`src/rtl/lc3_mem_arbiter_pkg.sv`:
```
`default_nettype none
// ============================================================================
// Module   : lc3_mem_arbiter_pkg
// Brief    : Shared state/owner encodings for the LC-3 memory arbiter.
// Revision : 1.0 - initial release
// ============================================================================
package lc3_mem_arbiter_pkg;

    localparam int DATA_W = 16;

    typedef enum logic [1:0] {
        ST_IDLE   = 2'd0,
        ST_ACCESS = 2'd1,
        ST_DONE   = 2'd2
    } state_t;

    typedef enum logic {
        OWN_CPU = 1'b0,
        OWN_IO  = 1'b1
    } owner_t;

endpackage
`default_nettype wire

```
`src/rtl/lc3_mem_arbiter_if.sv`:
```
`default_nettype none
// ============================================================================
// Module   : lc3_mem_arbiter_if
// Brief    : CPU / IO requester and memory-side signals of the arbiter.
// Revision : 1.0 - initial release
// ============================================================================
interface lc3_mem_arbiter_if;
    import lc3_mem_arbiter_pkg::*;

    logic              cpu_req;
    logic              cpu_we;
    logic [DATA_W-1:0] cpu_addr;
    logic [DATA_W-1:0] cpu_wdata;
    logic              cpu_grant;
    logic              cpu_done;

    logic              io_req;
    logic              io_we;
    logic [DATA_W-1:0] io_addr;
    logic [DATA_W-1:0] io_wdata;
    logic              io_grant;
    logic              io_done;

    logic [DATA_W-1:0] rdata;
    logic              err;

    logic              mem_en;
    logic              mem_we;
    logic [DATA_W-1:0] mem_addr;
    logic [DATA_W-1:0] mem_wdata;
    logic [DATA_W-1:0] mem_rdata;
    logic              mem_ready;

    modport slave (
        input  cpu_req, cpu_we, cpu_addr, cpu_wdata,
        input  io_req, io_we, io_addr, io_wdata,
        input  mem_rdata, mem_ready,
        output cpu_grant, cpu_done, io_grant, io_done,
        output rdata, err, mem_en, mem_we, mem_addr, mem_wdata
    );

    modport master (
        output cpu_req, cpu_we, cpu_addr, cpu_wdata,
        output io_req, io_we, io_addr, io_wdata,
        output mem_rdata, mem_ready,
        input  cpu_grant, cpu_done, io_grant, io_done,
        input  rdata, err, mem_en, mem_we, mem_addr, mem_wdata
    );

endinterface
`default_nettype wire

```
`src/rtl/lc3_wait_counter.sv`:
```
`default_nettype none
// ============================================================================
// Module   : lc3_wait_counter
// Brief    : Counts ACCESS cycles; o_expired flags the TIMEOUT-th cycle.
// Revision : 1.0 - initial release
// ============================================================================
module lc3_wait_counter #(
    parameter int TIMEOUT = 15
) (
    input  wire logic clk,
    input  wire logic rst_n,
    input  wire logic i_en,
    output logic      o_expired
);

    localparam int              c_CW   = (TIMEOUT > 1) ? $clog2(TIMEOUT) : 1;
    localparam logic [c_CW-1:0] c_LAST = c_CW'(TIMEOUT - 1);

    logic [c_CW-1:0] r_count;

    // Count is zero in the first ACCESS cycle, so c_LAST marks the TIMEOUT-th one.
    always_ff @(posedge clk or negedge rst_n) begin
        if (!rst_n) begin
            r_count <= '0;
        end else if (!i_en) begin
            r_count <= '0;
        end else if (r_count != c_LAST) begin
            r_count <= r_count + c_CW'(1);
        end
    end

    assign o_expired = (r_count == c_LAST);

endmodule
`default_nettype wire

```
`src/rtl/lc3_mem_arbiter.sv`:
```
`default_nettype none
// ============================================================================
// Module   : lc3_mem_arbiter
// Brief    : Two-requester (CPU, IO) memory arbiter with starvation guard and
//            access timeout.
// Revision : 1.0 - initial release
// ============================================================================
module lc3_mem_arbiter
    import lc3_mem_arbiter_pkg::*;
#(
    parameter int STARVE_LIMIT = 4,
    parameter int TIMEOUT      = 15
) (
    input  wire logic         clk,
    input  wire logic         rst_n,
    lc3_mem_arbiter_if.slave  bus
);

    localparam int              c_SW         = $clog2(STARVE_LIMIT + 1);
    localparam logic [c_SW-1:0] c_STARVE_MAX = c_SW'(STARVE_LIMIT);

    state_t            r_state;
    owner_t            r_owner;
    logic [c_SW-1:0]   r_starve;
    logic              r_cpu_grant, r_io_grant, r_cpu_done, r_io_done;
    logic              r_mem_en, r_mem_we, r_err;
    logic [DATA_W-1:0] r_mem_addr, r_mem_wdata, r_rdata;
    logic              w_expired;
    logic              w_pick_cpu;

    lc3_wait_counter #(
        .TIMEOUT   (TIMEOUT)
    ) u_wait (
        .clk       (clk),
        .rst_n     (rst_n),
        .i_en      (r_state == ST_ACCESS),
        .o_expired (w_expired)
    );

    // CPU wins ties until it has starved IO for STARVE_LIMIT grants.
    assign w_pick_cpu = bus.cpu_req && (!bus.io_req || (r_starve != c_STARVE_MAX));

    always_ff @(posedge clk or negedge rst_n) begin
        if (!rst_n) begin
            r_state     <= ST_IDLE;
            r_owner     <= OWN_CPU;
            r_starve    <= '0;
            r_cpu_grant <= 1'b0;
            r_io_grant  <= 1'b0;
            r_cpu_done  <= 1'b0;
            r_io_done   <= 1'b0;
            r_mem_en    <= 1'b0;
            r_mem_we    <= 1'b0;
            r_err       <= 1'b0;
            r_mem_addr  <= '0;
            r_mem_wdata <= '0;
            r_rdata     <= '0;
        end else begin
            r_cpu_grant <= 1'b0;
            r_io_grant  <= 1'b0;
            r_cpu_done  <= 1'b0;
            r_io_done   <= 1'b0;
            case (r_state)
                ST_IDLE: begin
                    if (bus.cpu_req || bus.io_req) begin
                        r_state  <= ST_ACCESS;
                        r_mem_en <= 1'b1;
                        if (w_pick_cpu) begin
                            r_owner     <= OWN_CPU;
                            r_cpu_grant <= 1'b1;
                            r_mem_we    <= bus.cpu_we;
                            r_mem_addr  <= bus.cpu_addr;
                            r_mem_wdata <= bus.cpu_wdata;
                            if (!bus.io_req) begin
                                r_starve <= '0;
                            end else if (r_starve != c_STARVE_MAX) begin
                                r_starve <= r_starve + c_SW'(1);
                            end
                        end else begin
                            r_owner     <= OWN_IO;
                            r_io_grant  <= 1'b1;
                            r_mem_we    <= bus.io_we;
                            r_mem_addr  <= bus.io_addr;
                            r_mem_wdata <= bus.io_wdata;
                            r_starve    <= '0;
                        end
                    end
                end
                ST_ACCESS: begin
                    if (bus.mem_ready || w_expired) begin
                        r_state    <= ST_DONE;
                        r_mem_en   <= 1'b0;
                        r_mem_we   <= 1'b0;
                        r_rdata    <= bus.mem_ready ? bus.mem_rdata : '0;
                        r_err      <= !bus.mem_ready;
                        r_cpu_done <= (r_owner == OWN_CPU);
                        r_io_done  <= (r_owner == OWN_IO);
                    end
                end
                ST_DONE: begin
                    r_state <= ST_IDLE;
                end
                default: begin
                    r_state  <= ST_IDLE;
                    r_mem_en <= 1'b0;
                    r_mem_we <= 1'b0;
                end
            endcase
        end
    end

    assign bus.cpu_grant = r_cpu_grant;
    assign bus.io_grant  = r_io_grant;
    assign bus.cpu_done  = r_cpu_done;
    assign bus.io_done   = r_io_done;
    assign bus.rdata     = r_rdata;
    assign bus.err       = r_err;
    assign bus.mem_en    = r_mem_en;
    assign bus.mem_we    = r_mem_we;
    assign bus.mem_addr  = r_mem_addr;
    assign bus.mem_wdata = r_mem_wdata;

endmodule
`default_nettype wire

```
`src/flat_wrapper.sv`:
```
// flat-port wrapper written by rule: the top's interface ports become plain ports
module lc3_mem_arbiter_flat import lc3_mem_arbiter_pkg::*;
#(
    parameter int STARVE_LIMIT = 4,
    parameter int TIMEOUT      = 15
)
  (clk, rst_n, bus_cpu_req, bus_cpu_we, bus_cpu_addr, bus_cpu_wdata, bus_io_req, bus_io_we, bus_io_addr, bus_io_wdata, bus_mem_rdata, bus_mem_ready, bus_cpu_grant, bus_cpu_done, bus_io_grant, bus_io_done, bus_rdata, bus_err, bus_mem_en, bus_mem_we, bus_mem_addr, bus_mem_wdata);
  lc3_mem_arbiter_if bus_i ();
  input  wire logic clk;
  input  wire logic rst_n;
  input wire logic [$bits(bus_i.cpu_req)-1:0] bus_cpu_req;
  input wire logic [$bits(bus_i.cpu_we)-1:0] bus_cpu_we;
  input wire logic [$bits(bus_i.cpu_addr)-1:0] bus_cpu_addr;
  input wire logic [$bits(bus_i.cpu_wdata)-1:0] bus_cpu_wdata;
  input wire logic [$bits(bus_i.io_req)-1:0] bus_io_req;
  input wire logic [$bits(bus_i.io_we)-1:0] bus_io_we;
  input wire logic [$bits(bus_i.io_addr)-1:0] bus_io_addr;
  input wire logic [$bits(bus_i.io_wdata)-1:0] bus_io_wdata;
  input wire logic [$bits(bus_i.mem_rdata)-1:0] bus_mem_rdata;
  input wire logic [$bits(bus_i.mem_ready)-1:0] bus_mem_ready;
  output wire logic [$bits(bus_i.cpu_grant)-1:0] bus_cpu_grant;
  output wire logic [$bits(bus_i.cpu_done)-1:0] bus_cpu_done;
  output wire logic [$bits(bus_i.io_grant)-1:0] bus_io_grant;
  output wire logic [$bits(bus_i.io_done)-1:0] bus_io_done;
  output wire logic [$bits(bus_i.rdata)-1:0] bus_rdata;
  output wire logic [$bits(bus_i.err)-1:0] bus_err;
  output wire logic [$bits(bus_i.mem_en)-1:0] bus_mem_en;
  output wire logic [$bits(bus_i.mem_we)-1:0] bus_mem_we;
  output wire logic [$bits(bus_i.mem_addr)-1:0] bus_mem_addr;
  output wire logic [$bits(bus_i.mem_wdata)-1:0] bus_mem_wdata;
  assign bus_i.cpu_req = bus_cpu_req;
  assign bus_i.cpu_we = bus_cpu_we;
  assign bus_i.cpu_addr = bus_cpu_addr;
  assign bus_i.cpu_wdata = bus_cpu_wdata;
  assign bus_i.io_req = bus_io_req;
  assign bus_i.io_we = bus_io_we;
  assign bus_i.io_addr = bus_io_addr;
  assign bus_i.io_wdata = bus_io_wdata;
  assign bus_i.mem_rdata = bus_mem_rdata;
  assign bus_i.mem_ready = bus_mem_ready;
  assign bus_cpu_grant = bus_i.cpu_grant;
  assign bus_cpu_done = bus_i.cpu_done;
  assign bus_io_grant = bus_i.io_grant;
  assign bus_io_done = bus_i.io_done;
  assign bus_rdata = bus_i.rdata;
  assign bus_err = bus_i.err;
  assign bus_mem_en = bus_i.mem_en;
  assign bus_mem_we = bus_i.mem_we;
  assign bus_mem_addr = bus_i.mem_addr;
  assign bus_mem_wdata = bus_i.mem_wdata;
  lc3_mem_arbiter #(.STARVE_LIMIT(STARVE_LIMIT), .TIMEOUT(TIMEOUT)) u_core (.clk(clk), .rst_n(rst_n), .bus(bus_i));
endmodule
```
`config.mk`:
```
export PLATFORM = sky130hd
export DESIGN_NAME = lc3_mem_arbiter_flat
export DESIGN_NICKNAME = d
export VERILOG_FILES = /design/src/rtl/lc3_mem_arbiter_pkg.sv /design/src/rtl/lc3_mem_arbiter_if.sv /design/src/rtl/lc3_wait_counter.sv /design/src/rtl/lc3_mem_arbiter.sv /design/src/flat_wrapper.sv
export SDC_FILE = /design/constraint.sdc
export NUM_CORES = 1
export LEC_CHECK = 0
export BUFFER_PORTS_ARGS = -buffer_cell sky130_fd_sc_hd__buf_4
export CORE_MARGIN = 10
export CORE_UTILIZATION = 46
export DETAILED_ROUTE_END_ITERATION = 10
export HOLD_SLACK_MARGIN = 0.06
export PLACE_DENSITY_LB_ADDON = 0.15
export SYNTH_ARGS = -nofsm -noshare
export SYNTH_HDL_FRONTEND = slang
export SYNTH_HIERARCHICAL = 1
export SYNTH_SLANG_ARGS = --single-unit
```
`constraint.sdc`:
```
create_clock -name clk -period 2.1 [get_ports clk]
set_input_delay 0 -clock clk [delete_from_list [all_inputs] [get_ports clk]]
set_output_delay 0 -clock clk [all_outputs]
set_load 0.05 [all_outputs]
```
==> out/qor.yml <==
grt:
  gr-total-overflow: 0
  globalRouteTotalUtil_pct: 21.4
  grt_start_max_net_pins: 66
  grt_first_pass_wirelength_um: 16700
  first_global_vias: 3107
  antenna_violations_before_repair: 1
die:
  row_count: 28
  design.portCount: 142
  initial_cell_density_of_the_core_pct: 47.7
  core_area_um2: 5960
  fp.dieH_um: 98.6
  design.die.area_um2: 9720
  die_width_um: 98.6
sta:
  hold-worst-slack_ns: 0.308
  finalWorstPathRequiredPeriod_ns: 2.04
  min_period_over_period_pct: 97.2
  fmax_mhz: 490
  timing_worst_slew_pin_value_ns: 0.814
  setup_violations: 0
  fin_worst_skew_ns: 0.0104
  layout_setup_ws_ns: 0.0580
  drv_slew: 0
  timing.slew.headroom_pct: 45.8
  hold_violations: 0
placement:
  dp.final_hpwl_um: 6100
  routabilityCongestion: 0.772
  port-buffer-count: 141
  placedCellCount: 453
  preCtsSetupSlack_ns: 0.448
detailed_routing:
  drt_first_iter_violations: 118
  drt_drc_violations_left: 0
  antenna_violating_nets_post_route: 0
  vias: 2846
  viasPerCell: 5.09
  firstDrtPassIters: 4
  wl_per_cell_um: 19.1
  finalWirelength_um: 10700
synthesis:
  mappedNetlistNets: 339
  synth_area_leaders: "sky130_fd_sc_hd__dfrtp_1 (57%), sky130_fd_sc_hd__mux2i_1 (12%), sky130_fd_sc_hd__nand2_1 (5.3%)"
  postSynthAreaPerCell_um2: 11.5
  postSynth.topFlopCell: "sky130_fd_sc_hd__dfrtp_1"
  synth-warning-count: 6
  sequential_fraction_of_the_synthesis_area_pct: 57.3
  number_of_enable_type_register_cells_in_the_synthesized_netlist: 0
  yosysTopAreaCell: "sky130_fd_sc_hd__dfrtp_1"
  synth-async-reset-ratio_pct: 100
  combined_area_of_all_synthesized_cells_um2: 2840
  synth.distinct_cells: 31
  netlist.area_leader.share_pct: 57.3
  synth_cells: 248
  synth.ff_latch_count: 65
clock_tree:
  clock-sinks: 65
  tritoncts: "yes"
  numCtsBuffers: 9
  clockBufferDepth: 2
  htreeDepth: 3
  clock_insertion_delay_worst_skew_ns: 0.33
  clk_pin_slew_ns: 0.07
  library_cell_used_as_clock_root_buffer: "sky130_fd_sc_hd__clkbuf_8"
layout:
  num-fill-cells: 305
  syn_to_final_growth_pct: 78.3
  final_nets: 569
  post_route_cells_drive_above_1_share_pct: 35.4
  multi_input_area_um2: 1090
  area_of_all_sequential_standard_cells_um2: 1630
  final_cell_count_no_fill: 559
outcome:
  status: "finished, final reports clean"
setup_path:
  timing_worst_setup_path_type: "flip-flop to flip-flop"
  critical_path.top_delay_family: "buffers and inverters"
  path_buf_inv: 2
  slowest_stage_cell_crit_path: "sky130_fd_sc_hd__dlygate4sd3_1"
  rr_endpoint: "u_core/bus.mem_addr[4]$_DFFE_PN0P_"
  critical-path-max-stage-delay_ns: 0.60
  sort_of_element_at_the_end_of_the_critical_path: "flip-flop"
  critical_path_required_ns: 2.31
  critical_path.reg2reg.startpoint: "u_core/r_starve[0]$_DFFE_PN0P_"
  cp_max_fo: 12
  ff2ff_setup_slack_ns: 0.06
  launching_element_type_of_the_critical_path: "flip-flop"
  crit_chain: "inv_1 > ha_1 > nand3_2 > nand2_8 > mux2i_1 > dlygate4sd3_1 > o21ai_1"
  critPathArrivalTime_ns: 2.25
  r2r_cells: 7
hold_path:
  hold_class: "input pin to asynchronous set/reset pin"
job:
  drv.max_cap_violation_count: 0
power_and_ir_drop:
  worst_ir_drop_vdd_uv: 1070
  fin_total_pwr_mw: 7.39
  total_leakage_power_nw: 2.54
  power_density_nw_per_um2: 1460
what timing repair did:
action | CTS | global route
setup endpoints to repair | 0 | 6
hold buffers | 87 | 0
endpoints found under the hold margin | 120 | 0
setup buffers | 0 | 2
gates resized for setup | 0 | 1
flip-flops by register name, indices dropped and copies added, names as in the netlist:
signal	cells
u_core/bus.io_grant	1
u_core/u_wait/r_count	4
u_core/bus.mem_en	1
u_core/bus.io_done	1
u_core/bus.cpu_done	1
u_core/bus.mem_we	1
u_core/bus.mem_wdata	16
u_core/bus.rdata	16
u_core/bus.cpu_grant	1
u_core/r_owner	1
u_core/bus.mem_addr	16
u_core/r_starve	3
u_core/bus.err	1
u_core/r_state	2
placed cells by master (no fill, tap or decap):
master	Yosys	layout
sky130_fd_sc_hd__diode_2	0	1
sky130_fd_sc_hd__dlygate4sd3_1	0	87
sky130_fd_sc_hd__a31oi_1	1	1
sky130_fd_sc_hd__o311a_1	1	1
sky130_fd_sc_hd__buf_12	0	3
sky130_fd_sc_hd__nor2_2	1	1
sky130_fd_sc_hd__a21oi_1	3	3
sky130_fd_sc_hd__dfrtp_1	65	65
sky130_fd_sc_hd__a31o_2	1	1
sky130_fd_sc_hd__nand2_1	40	40
sky130_fd_sc_hd__nand3_1	3	3
sky130_fd_sc_hd__and4b_2	1	1
sky130_fd_sc_hd__a22o_1	16	16
sky130_fd_sc_hd__bufinv_16	0	1
sky130_fd_sc_hd__nand2_8	0	1
sky130_fd_sc_hd__clkbuf_8	0	12
sky130_fd_sc_hd__o21ai_4	0	1
sky130_fd_sc_hd__clkbuf_1	1	2
sky130_fd_sc_hd__nand4b_1	1	1
sky130_fd_sc_hd__clkinv_2	0	1
sky130_fd_sc_hd__o21ai_1	24	24
sky130_fd_sc_hd__o21ai_0	13	12
sky130_fd_sc_hd__nor2_1	4	4
sky130_fd_sc_hd__o31ai_1	1	1
sky130_fd_sc_hd__ha_1	4	4
sky130_fd_sc_hd__nand3_2	1	1
sky130_fd_sc_hd__inv_1	7	7
sky130_fd_sc_hd__mux2i_1	35	35
sky130_fd_sc_hd__o21ai_2	3	3
sky130_fd_sc_hd__and3_1	1	1
sky130_fd_sc_hd__buf_4	1	145
sky130_fd_sc_hd__and2_1	1	1
sky130_fd_sc_hd__o41ai_1	1	1
sky130_fd_sc_hd__nand2b_1	3	3
synthesized netlist by cell type, types with 2 or more instances:
| cell | number |
|---|---|
| sky130_fd_sc_hd__a22o_1 | 16 |
| sky130_fd_sc_hd__inv_1 | 7 |
| sky130_fd_sc_hd__clkbuf_2 | 2 |
| sky130_fd_sc_hd__nand3_1 | 3 |
| sky130_fd_sc_hd__a21oi_1 | 3 |
| sky130_fd_sc_hd__o21ai_0 | 13 |
| sky130_fd_sc_hd__ha_1 | 4 |
| sky130_fd_sc_hd__buf_6 | 3 |
| sky130_fd_sc_hd__buf_8 | 2 |
| sky130_fd_sc_hd__nor2_1 | 4 |
| sky130_fd_sc_hd__o21ai_1 | 24 |
| sky130_fd_sc_hd__nand2_1 | 40 |
| sky130_fd_sc_hd__buf_2 | 7 |
| sky130_fd_sc_hd__nand2b_1 | 3 |
| sky130_fd_sc_hd__mux2i_1 | 35 |
| sky130_fd_sc_hd__o21ai_2 | 3 |
| sky130_fd_sc_hd__dfrtp_1 | 65 |
how the worst max path moves through the flow:
stage / startpoint / cells past startpoint / end / slack [ns]
final: u_core/r_starve[0]$_DFFE_PN0P_ / 7 / u_core/bus.mem_addr[4]$_DFFE_PN0P_ / 0.06
after global routing: u_core/r_starve[0]$_DFFE_PN0P_ / 7 / u_core/bus.mem_addr[4]$_DFFE_PN0P_ / -0.02
after CTS: u_core/r_starve[0]$_DFFE_PN0P_ / 7 / u_core/bus.mem_addr[6]$_DFFE_PN0P_ / 0.09
after detailed placement: u_core/r_starve[0]$_DFFE_PN0P_ / 7 / u_core/bus.mem_wdata[5]$_DFFE_PN0P_ / 0.45
after global placement: u_core/r_starve[0]$_DFFE_PN0P_ / 7 / u_core/bus.mem_addr[10]$_DFFE_PN0P_ / 0.52
after floorplan: u_core/u_wait/r_count[0]$_DFFE_PN0P_ / 7 / u_core/bus.rdata[10]$_DFFE_PN0P_ / 0.62
metal layers:
metal,share of wire [%],vias to the layer above,global-route usage (%)
met5,0,-,0
met4,2.2,0,8.27
met3,8.9,26,7.89
met2,50,130,36.1
met1,39,1358,24.0
li1,-,1332,-
metrics by stage:
step | setup TNS, ns | cell area [um2] | util (%)
after floorplan | 0 | 2840 | -
after global placement | 0 | 3960 | 66.5
after detailed placement | 0 | 3960 | 66.5
after CTS | 0 | 5040 | 84.6
after global routing | -0.0151 | 5060 | 85.0
final | 0 | 5060 | 85.0
where the power goes:
group / total, mW / internal (mW) / switching [mW] / leakage, nW
logic: 4.13 / 1.33 / 2.81 / 1.62
registers: 2.16 / 1.81 / 0.349 / 0.812
clock network: 1.10 / 0.646 / 0.453 / 0.107
total: 7.39 / 3.79 / 3.61 / 2.54
area by class of cell:
| type | count | share of cell area, % |
|---|---|---|
| clock inverter | 2 | 0.692 |
| timing repair buffer | 235 | 39.9 |
| antenna | 1 | 0.0494 |
| inverter | 7 | 0.519 |
| clock buffer | 14 | 3.41 |
| sequential | 65 | 32.1 |
| multi-input combinational | 160 | 21.5 |
| tap | 75 | 1.85 |
logic make-up after synthesis:
logic type      after synthesis  share of synthesized area [%]
flops                        65                           57.3
mux                          35                           12.3
compound gates               64                           14.4
simple gates                 57                           9.12
fa+ha+maj                     4                           1.76
buf+inv                      23                           5.15
worst register-to-register path: cells and delay by family, from the launching register on:
family / cells / cell delay [ns]
buf+inv: 2 / 0.68
compound gates: 1 / 0.07
simple gates: 2 / 0.34
fa+ha+maj: 1 / 0.17
flops: 1 / 0.41
mux: 1 / 0.25
Note: power is estimated with default switching activity, not from simulation.
